<file path="src/rtl/sol1_bus_ctrl_pkg.sv">
// ---------------------------------------------------------------------------
// pa_cpu : shared definitions for the SOL-1 external bus path.
//   e_bus_state  - bus controller sequencing states
//   e_bus_target - decoded access target (ROM / RAM / I/O)
//   IO_SEL_HI/LO - address bits that pick one of the four I/O selects
//   io_cs_decode - turns the I/O select field into active-low chip selects
// Imported by the bus controller, its decoder and (later) the DMA path.
// ---------------------------------------------------------------------------
package pa_cpu;

  typedef enum logic [1:0] {
    IDLE,
    SETUP,
    ACCESS,
    DONE
  } e_bus_state;

  typedef enum logic [1:0] {
    TGT_ROM,
    TGT_RAM,
    TGT_IO
  } e_bus_target;

  localparam int IO_SEL_HI = 7;
  localparam int IO_SEL_LO = 6;

  // Select field 0 drives io_cs_n[3], field 3 drives io_cs_n[0]; the board
  // wiring numbers the selects from the top down.
  function automatic logic [3:0] io_cs_decode(input logic [1:0] sel);
    return ~(4'b1000 >> sel);
  endfunction

endpackage

</file>
<file path="src/rtl/sol1_bus_ctrl_if.sv">
// ---------------------------------------------------------------------------
// sol1_bus_ctrl_if : CPU-side bus between the SOL-1 core and its bus
// controller.
//   address_bus  [21:0]  address from CPU
//   data_bus_out [7:0]   write data from CPU
//   rd, wr               active-low strobes from CPU
//   mem_io               1 = memory cycle, 0 = I/O cycle
//   data_bus_in  [7:0]   read data back to CPU
//   pin_wait             stall request back to CPU
// Modports: master = CPU core, slave = bus controller.
// ---------------------------------------------------------------------------
interface sol1_bus_ctrl_if;

  logic [21:0] address_bus;
  logic [7:0]  data_bus_out;
  logic        rd;
  logic        wr;
  logic        mem_io;
  logic [7:0]  data_bus_in;
  logic        pin_wait;

  modport master (
    output address_bus, data_bus_out, rd, wr, mem_io,
    input  data_bus_in, pin_wait
  );

  modport slave (
    input  address_bus, data_bus_out, rd, wr, mem_io,
    output data_bus_in, pin_wait
  );

endinterface

</file>
<file path="src/rtl/sol1_bus_decode.sv">
// ---------------------------------------------------------------------------
// sol1_bus_decode : combinational target and I/O chip-select decode.
//   addr_i     [21:0]  address to decode
//   mem_io_i           1 = memory space, 0 = I/O space
//   target_o           ROM at or below ROM_TOP, RAM above it, I/O otherwise
//   io_cs_n_o  [3:0]   active-low I/O select pattern (all high for memory)
// Shared with the DMA path, so it carries no state of its own.
// ---------------------------------------------------------------------------
module sol1_bus_decode
  import pa_cpu::*;
#(
  parameter logic [21:0] ROM_TOP = 22'h00_7FFF
) (
  input  logic [21:0] addr_i,
  input  logic        mem_io_i,
  output e_bus_target target_o,
  output logic [3:0]  io_cs_n_o
);

  // Memory space splits at ROM_TOP; everything in I/O space goes to one of
  // the four peripheral selects picked by the select field of the address.
  always_comb begin
    target_o  = TGT_IO;
    io_cs_n_o = 4'hF;
    if (mem_io_i) begin
      target_o = (addr_i <= ROM_TOP) ? TGT_ROM : TGT_RAM;
    end else begin
      io_cs_n_o = io_cs_decode(addr_i[IO_SEL_HI:IO_SEL_LO]);
    end
  end

endmodule

</file>
<file path="src/rtl/sol1_bus_ctrl.sv">
// ---------------------------------------------------------------------------
// sol1_bus_ctrl : external bus controller for the SOL-1 CPU.
//   clk, arst            clock, synchronous active-high reset
//   cpu                  CPU-side bus (slave modport of sol1_bus_ctrl_if)
//   ext_addr, ext_data_out  registered address / write data to the boards
//   ext_data_in          read data from the boards
//   rom_cs_n, ram_cs_n, io_cs_n[3:0]  active-low chip selects
//   ext_rd_n, ext_wr_n   active-low board strobes
//   io_ready             slow peripheral ready
//   bus_error            one-cycle pulse on I/O timeout or rd/wr clash
// Each access runs IDLE -> SETUP -> ACCESS -> DONE; the CPU is stalled from
// the cycle it raises a strobe until DONE.
// ---------------------------------------------------------------------------
module sol1_bus_ctrl
  import pa_cpu::*;
#(
  parameter logic [21:0] ROM_TOP    = 22'h00_7FFF,
  parameter int          ROM_WAIT   = 2,
  parameter int          RAM_WAIT   = 0,
  parameter int          IO_WAIT    = 1,
  parameter int          IO_TIMEOUT = 255
) (
  input  logic                 clk,
  input  logic                 arst,
  sol1_bus_ctrl_if.slave       cpu,
  output logic [21:0]          ext_addr,
  output logic [7:0]           ext_data_out,
  input  logic [7:0]           ext_data_in,
  output logic                 rom_cs_n,
  output logic                 ram_cs_n,
  output logic [3:0]           io_cs_n,
  output logic                 ext_rd_n,
  output logic                 ext_wr_n,
  input  logic                 io_ready,
  output logic                 bus_error
);

  localparam int MAX_MEM = (ROM_WAIT > RAM_WAIT) ? ROM_WAIT : RAM_WAIT;
  localparam int MAX_WT  = (MAX_MEM > IO_WAIT) ? MAX_MEM : IO_WAIT;
  localparam int MAX_ALL = (MAX_WT > IO_TIMEOUT) ? MAX_WT : IO_TIMEOUT;
  localparam int CW      = $clog2(MAX_ALL + 1);

  // The timeout counter starts at 0 on the first ACCESS cycle, so the abort
  // fires on the IO_TIMEOUT-th cycle spent there.
  localparam logic [CW-1:0] TMO_LAST = CW'(IO_TIMEOUT - 1);

  e_bus_state  state_q, state_d;
  e_bus_target target_q, target_d;
  logic [3:0]  io_cs_q, io_cs_d;
  logic [21:0] addr_q, addr_d;
  logic [7:0]  wdata_q, wdata_d;
  logic [7:0]  rdata_q, rdata_d;
  logic        mem_io_q, mem_io_d;
  logic        op_wr_q, op_wr_d;
  logic [CW-1:0] wait_q, wait_d;
  logic [CW-1:0] tmo_q, tmo_d;
  logic        err_q, err_d;
  logic        clash_q, clash_d;

  logic        req;
  logic        clash;
  logic        active;
  e_bus_target dec_target;
  logic [3:0]  dec_io_cs_n;

  assign req   = cpu.rd ^ cpu.wr;
  assign clash = ~cpu.rd & ~cpu.wr;

  sol1_bus_decode #(
    .ROM_TOP(ROM_TOP)
  ) u_decode (
    .addr_i   (cpu.address_bus),
    .mem_io_i (cpu.mem_io),
    .target_o (dec_target),
    .io_cs_n_o(dec_io_cs_n)
  );

  // State and datapath registers; reset drops every select and strobe at
  // the same edge and suppresses any pending error pulse.
  always_ff @(posedge clk) begin
    if (arst) begin
      state_q  <= IDLE;
      target_q <= TGT_ROM;
      io_cs_q  <= 4'hF;
      addr_q   <= '0;
      wdata_q  <= '0;
      rdata_q  <= 8'h00;
      mem_io_q <= 1'b0;
      op_wr_q  <= 1'b0;
      wait_q   <= '0;
      tmo_q    <= '0;
      err_q    <= 1'b0;
      clash_q  <= 1'b0;
    end else begin
      state_q  <= state_d;
      target_q <= target_d;
      io_cs_q  <= io_cs_d;
      addr_q   <= addr_d;
      wdata_q  <= wdata_d;
      rdata_q  <= rdata_d;
      mem_io_q <= mem_io_d;
      op_wr_q  <= op_wr_d;
      wait_q   <= wait_d;
      tmo_q    <= tmo_d;
      err_q    <= err_d;
      clash_q  <= clash_d;
    end
  end

  // Next-state logic. A rd/wr clash is flagged only on its first cycle so
  // a CPU that holds both strobes low still sees a single error pulse.
  // Memory targets finish when the wait counter reaches zero; I/O also needs
  // io_ready, and a ready seen on the abort cycle still wins.
  always_comb begin
    state_d  = state_q;
    target_d = target_q;
    io_cs_d  = io_cs_q;
    addr_d   = addr_q;
    wdata_d  = wdata_q;
    rdata_d  = rdata_q;
    mem_io_d = mem_io_q;
    op_wr_d  = op_wr_q;
    wait_d   = wait_q;
    tmo_d    = tmo_q;
    err_d    = 1'b0;
    clash_d  = clash;

    case (state_q)
      IDLE: begin
        if (req) begin
          addr_d   = cpu.address_bus;
          wdata_d  = cpu.data_bus_out;
          mem_io_d = cpu.mem_io;
          op_wr_d  = ~cpu.wr;
          target_d = dec_target;
          io_cs_d  = dec_io_cs_n;
          tmo_d    = '0;
          case (dec_target)
            TGT_ROM: wait_d = CW'(ROM_WAIT);
            TGT_RAM: wait_d = CW'(RAM_WAIT);
            default: wait_d = CW'(IO_WAIT);
          endcase
          state_d = SETUP;
        end else if (clash && !clash_q) begin
          err_d = 1'b1;
        end
      end

      SETUP: begin
        tmo_d   = '0;
        state_d = ACCESS;
      end

      ACCESS: begin
        if (wait_q != '0) begin
          wait_d = wait_q - 1'b1;
        end
        if (target_q != TGT_IO) begin
          if (wait_q == '0) begin
            if (!op_wr_q) begin
              rdata_d = ext_data_in;
            end
            state_d = DONE;
          end
        end else if (wait_q == '0 && io_ready) begin
          if (!op_wr_q) begin
            rdata_d = ext_data_in;
          end
          state_d = DONE;
        end else if (tmo_q == TMO_LAST) begin
          rdata_d = 8'hFF;
          err_d   = 1'b1;
          state_d = DONE;
        end else begin
          tmo_d = tmo_q + 1'b1;
        end
      end

      DONE: begin
        if (!req || cpu.address_bus != addr_q || cpu.mem_io != mem_io_q ||
            (~cpu.wr) != op_wr_q) begin
          state_d = IDLE;
        end
      end

      default: state_d = IDLE;
    endcase
  end

  // Selects cover SETUP and ACCESS; strobes only ACCESS, giving one cycle of
  // address setup before the board sees a read or write.
  assign active = (state_q == SETUP) || (state_q == ACCESS);

  assign rom_cs_n     = ~(active && target_q == TGT_ROM);
  assign ram_cs_n     = ~(active && target_q == TGT_RAM);
  assign io_cs_n      = (active && target_q == TGT_IO) ? io_cs_q : 4'hF;
  assign ext_rd_n     = ~(state_q == ACCESS && !op_wr_q);
  assign ext_wr_n     = ~(state_q == ACCESS && op_wr_q);
  assign ext_addr     = addr_q;
  assign ext_data_out = wdata_q;
  assign bus_error    = err_q;

  assign cpu.data_bus_in = rdata_q;
  assign cpu.pin_wait    = req && (state_q != DONE);

endmodule

</file>
<file path="src/flat_wrapper.sv">
// flat-port wrapper written by rule: the top's interface ports become plain ports
module sol1_bus_ctrl_flat import pa_cpu::*;
#(
  parameter logic [21:0] ROM_TOP    = 22'h00_7FFF,
  parameter int          ROM_WAIT   = 2,
  parameter int          RAM_WAIT   = 0,
  parameter int          IO_WAIT    = 1,
  parameter int          IO_TIMEOUT = 255
)
  (clk, arst, ext_addr, ext_data_out, ext_data_in, rom_cs_n, ram_cs_n, io_cs_n, ext_rd_n, ext_wr_n, io_ready, bus_error, cpu_address_bus, cpu_data_bus_out, cpu_rd, cpu_wr, cpu_mem_io, cpu_data_bus_in, cpu_pin_wait);
  sol1_bus_ctrl_if cpu_i ();
  input  logic clk;
  input  logic arst;
  output logic [21:0] ext_addr;
  output logic [7:0] ext_data_out;
  input  logic [7:0] ext_data_in;
  output logic rom_cs_n;
  output logic ram_cs_n;
  output logic [3:0] io_cs_n;
  output logic ext_rd_n;
  output logic ext_wr_n;
  input  logic io_ready;
  output logic bus_error;
  input wire logic [$bits(cpu_i.address_bus)-1:0] cpu_address_bus;
  input wire logic [$bits(cpu_i.data_bus_out)-1:0] cpu_data_bus_out;
  input wire logic [$bits(cpu_i.rd)-1:0] cpu_rd;
  input wire logic [$bits(cpu_i.wr)-1:0] cpu_wr;
  input wire logic [$bits(cpu_i.mem_io)-1:0] cpu_mem_io;
  output wire logic [$bits(cpu_i.data_bus_in)-1:0] cpu_data_bus_in;
  output wire logic [$bits(cpu_i.pin_wait)-1:0] cpu_pin_wait;
  assign cpu_i.address_bus = cpu_address_bus;
  assign cpu_i.data_bus_out = cpu_data_bus_out;
  assign cpu_i.rd = cpu_rd;
  assign cpu_i.wr = cpu_wr;
  assign cpu_i.mem_io = cpu_mem_io;
  assign cpu_data_bus_in = cpu_i.data_bus_in;
  assign cpu_pin_wait = cpu_i.pin_wait;
  sol1_bus_ctrl #(.ROM_TOP(ROM_TOP), .ROM_WAIT(ROM_WAIT), .RAM_WAIT(RAM_WAIT), .IO_WAIT(IO_WAIT), .IO_TIMEOUT(IO_TIMEOUT)) u_core (.clk(clk), .arst(arst), .cpu(cpu_i), .ext_addr(ext_addr), .ext_data_out(ext_data_out), .ext_data_in(ext_data_in), .rom_cs_n(rom_cs_n), .ram_cs_n(ram_cs_n), .io_cs_n(io_cs_n), .ext_rd_n(ext_rd_n), .ext_wr_n(ext_wr_n), .io_ready(io_ready), .bus_error(bus_error));
endmodule
</file>
<file path="config.mk">
export PLATFORM = sky130hd
export DESIGN_NAME = sol1_bus_ctrl_flat
export DESIGN_NICKNAME = d
export VERILOG_FILES = /design/src/rtl/sol1_bus_ctrl_pkg.sv /design/src/rtl/sol1_bus_ctrl_if.sv /design/src/rtl/sol1_bus_decode.sv /design/src/rtl/sol1_bus_ctrl.sv /design/src/flat_wrapper.sv
export SDC_FILE = /design/constraint.sdc
export NUM_CORES = 1
export LEC_CHECK = 0
export CORE_ASPECT_RATIO = 0.8
export CORE_UTILIZATION = 30
export DETAILED_ROUTE_END_ITERATION = 8
export SLEW_MARGIN = 0
export SYNTH_ARGS = -nofsm -noshare
export SYNTH_HDL_FRONTEND = slang
export SYNTH_HIERARCHICAL = 1
export SYNTH_SLANG_ARGS = --single-unit
export TNS_END_PERCENT = 30
</file>
<file path="constraint.sdc">
create_clock -name clk -period 3.6 [get_ports clk]
set_clock_uncertainty 0.1 [all_clocks]
set_input_delay 0.36 -clock clk [delete_from_list [all_inputs] [get_ports clk]]
set_output_delay 0.36 -clock clk [all_outputs]
set_load 0.05 [all_outputs]
</file>
==> results_dict.tcl <==
set metrics [dict create \
    outcome "completed" \
    grt_pass1_wl_mm 13.9 \
    synthArstFlopShare_pct 0 \
    r2r-end "u_core/tmo_q[4]" \
    start_kind "input pin" \
    critical_path.most_common_cell "clkdlybuf4s50_1" \
    port_buffers 91 \
    setup_tns_ns 0 \
    first_pass_iters 4 \
    cts_repair_resize_count 0 \
    r2r_cells 7 \
    num_vias 2891 \
    synth_seq_cells 66 \
    worst_pin_slew_ns 0.838 \
    slowest_stage "clkdlybuf4s50_1" \
    grt_max_degree 50 \
    synth_edf_count 0 \
    syn_area_mm2 0.00310 \
    netlist_top_cells_area "dfxtp_1 43%, nand2_1 10%, a21oi_1 9.0%, xnor2_1 6.5%, ha_1 3.2%" \
    detail-route-antenna-nets 0 \
    slew_headroom_pct 44.1 \
    maxCapViolCount 0 \
    ir_worst_vdd_mv 0.384 \
    finalHoldViolCount 0 \
    cts.sinks 66 \
    start_util_pct 31.5 \
    via_per_inst 4.75 \
    final_util_pct 45.1 \
    post_drt_wl_per_cell_um 13.7 \
    synth.top_cell.area_share_pct 42.6 \
    diodes 0 \
    io-pin-count 92 \
    syn2layout_area_growth_pct 43.2 \
    dieWidth_um 116 \
    nets 521 \
    synth_area_leader_cell "dfxtp_1" \
    whs_path_depth 3 \
    cts-root-buf "clkbuf_16" \
    dr.first_iter.drc_count 123 \
    hp-start "arst" \
    fmax_mhz 367 \
    yosysWarnings 6 \
    overflow 0 \
    end_kind "output pin" \
    die_area_mm2 0.0108 \
    critPathMaxFanout 5 \
    holdBufCountCts 0 \
    required_ns 3.14 \
    synth_top_flop_cell "dfxtp_1" \
    power_density_mw_per_mm2 776 \
    worstHoldEndpoint "u_core/io_cs_q[2]" \
    rows 32 \
    cp_slowest_stage_delay_ns 0.84 \
    syn_avg_cell_area_um2 8.14 \
    final_max_slew_viol_count 0 \
    grt_pass1_vias 2720 \
    path_class "input pin to output pin" \
    min_period_ns 2.72 \
    yosysSeqAreaShare_pct 42.6 \
    tritoncts "done" \
    crit_arrival_ns 2.26 \
    synth_cells 381 \
    hold_path_class "input pin to flip-flop" \
    core_mm2 0.00985 \
    globalRouteTotalUtil_pct 16.7 \
    drive_gt1_share_pct 6.13 \
    r2r-start "u_core/wait_q[0]" \
    drc 0 \
    cts_setup_buffers 0 \
    crit_chain "clkdlybuf4s50_1, inv_1, ha_1, nor2b_1, clkdlybuf4s50_1" \
    clock_latency_ns 0.32 \
    gp_congestion 0.753 \
    post-route-period-util_pct 75.7 \
    wl_mm 8.34 \
    syn-num-nets 433 \
    antenna_found_initial 0 \
    path_clk_slew_ns 0.05 \
    numCtsBuffers 9 \
    setup_viol 0 \
    grt_setup_unrepaired "no" \
    ff2ff_setup_slack_ns 1.06 \
    fillCellCount 1015 \
    cts_buffer_depth 2 \
    cts.htree.levels 3 \
    dp_hpwl_mm 6.02 \
    p_leak_nw 1.65 \
    dieHeight_um 92.9 \
    synth_cell_types 39 \
]
## registers in the layout, indices dropped and copies added, names as in the netlist
name,cells
u_core/cpu.data_bus_in,8
u_core/target_q,2
u_core/op_wr_q,1
u_core/ext_addr,22
u_core/tmo_q,8
u_core/bus_error,1
u_core/clash_q,1
u_core/ext_data_out,8
u_core/wait_q,8
u_core/state_q,2
u_core/io_cs_q,4
u_core/mem_io_q,1
## cells by family (layout without fill, tap and decap cells)
| group | Yosys count | count (layout) | share of synthesized area [%] |
|---|---|---|---|
| AO/OA/AOI/OAI | 78 | 78 | 14.3 |
| flip-flops | 66 | 66 | 42.6 |
| multiplexers | 10 | 10 | 3.23 |
| AND/OR/NAND/NOR | 159 | 159 | 24.6 |
| buffers and inverters | 31 | 123 | 3.83 |
| adder cells (fa/ha/maj) | 8 | 8 | 3.23 |
| XOR/XNOR | 29 | 29 | 8.19 |
## layer usage
metal / GRT usage [%] / share of wire (%) / vias to the layer above / routed length [um]
met5: 0 / 0 / - / 0
met4: 7.05 / 2.2 / 0 / 186
met3: 5.24 / 6.8 / 13 / 566
met2: 24.9 / 44 / 77 / 3660
met1: 22.1 / 47 / 1333 / 3930
li1: - / - / 1468 / -
## worst max-delay path: cells and delay by family
kind	cells	cell delay (ns)
adders and majority gates	1	0.34
buffers and inverters	3	1.41
and+or+nand+nor	1	0.15
## cell usage after synthesis, types with 6 or more instances
cell type	count
xnor2_1	23
dfxtp_1	66
ha_1	8
or2_2	6
inv_1	12
nand3_1	14
nor2_1	15
clkbuf_1	13
a21oi_1	56
o21ai_0	8
mux2i_1	10
nand4_1	8
xor2_1	6
nand2_1	84
## power by group
group | switching (mW) | internal [mW] | total [mW] | leakage (nW)
clock | 0.301 | 0.588 | 0.888 | 0.152
sequential | 0.131 | 0.886 | 1.02 | 0.540
combinational | 0.980 | 0.563 | 1.54 | 0.956
## layout make-up
cell class	count	area, um2	area share [%]
multi-input combinational	284	1660	37.4
sequential	66	1320	29.7
clock inverter	2	35.0	0.789
timing repair buffer	95	936	21.1
inverter	13	48.8	1.10
tap	136	170	3.83
clock buffer	13	270	6.08
## placed cells by master, fill, tap and decap left out, types with 6 or more instances in the layout
cell type and instances:
clkdlybuf4s50_1 90, nand2_1 84, dfxtp_1 66, a21oi_1 56, xnor2_1 23, nor2_1 15, nand3_1 14, inv_1 12
mux2i_1 10, clkbuf_16 9, o21ai_0 8, nand4_1 8, ha_1 8, or2_2 6, xor2_1 6
## worst max path at each step
| stage | start | endpoint | slack, ns | cells after the start |
|---|---|---|---|---|
| finish | cpu_wr | cpu_pin_wait | 0.88 | 5 |
| global route | u_core/wait_q[0] | u_core/tmo_q[7] | 0.63 | 7 |
| CTS | cpu_wr | cpu_pin_wait | 0.86 | 5 |
| detailed placement | cpu_wr | u_core/wait_q[7] | 0.78 | 8 |
| global placement | cpu_wr | u_core/wait_q[7] | 0.82 | 8 |
| floorplan | u_core/state_q[0] | u_core/cpu.data_bus_in[0] | 1.45 | 8 |
## metrics by stage
step | setup slack, ns | instances | hold WS [ns] | cell area (um2) | total power, mW
after floorplan | 1.45 | 381 | 0.333 | 3100 | 2.14
after global placement | 0.819 | 594 | 0.341 | 4140 | 2.55
after detailed placement | 0.779 | 594 | 0.349 | 4140 | 2.58
after CTS | 0.861 | 609 | 0.355 | 4440 | 3.48
after global routing | 0.634 | 609 | 0.370 | 4440 | 3.67
final | 0.876 | 609 | 0.352 | 4440 | 3.45
Note: power is estimated with default switching activity, not from simulation.
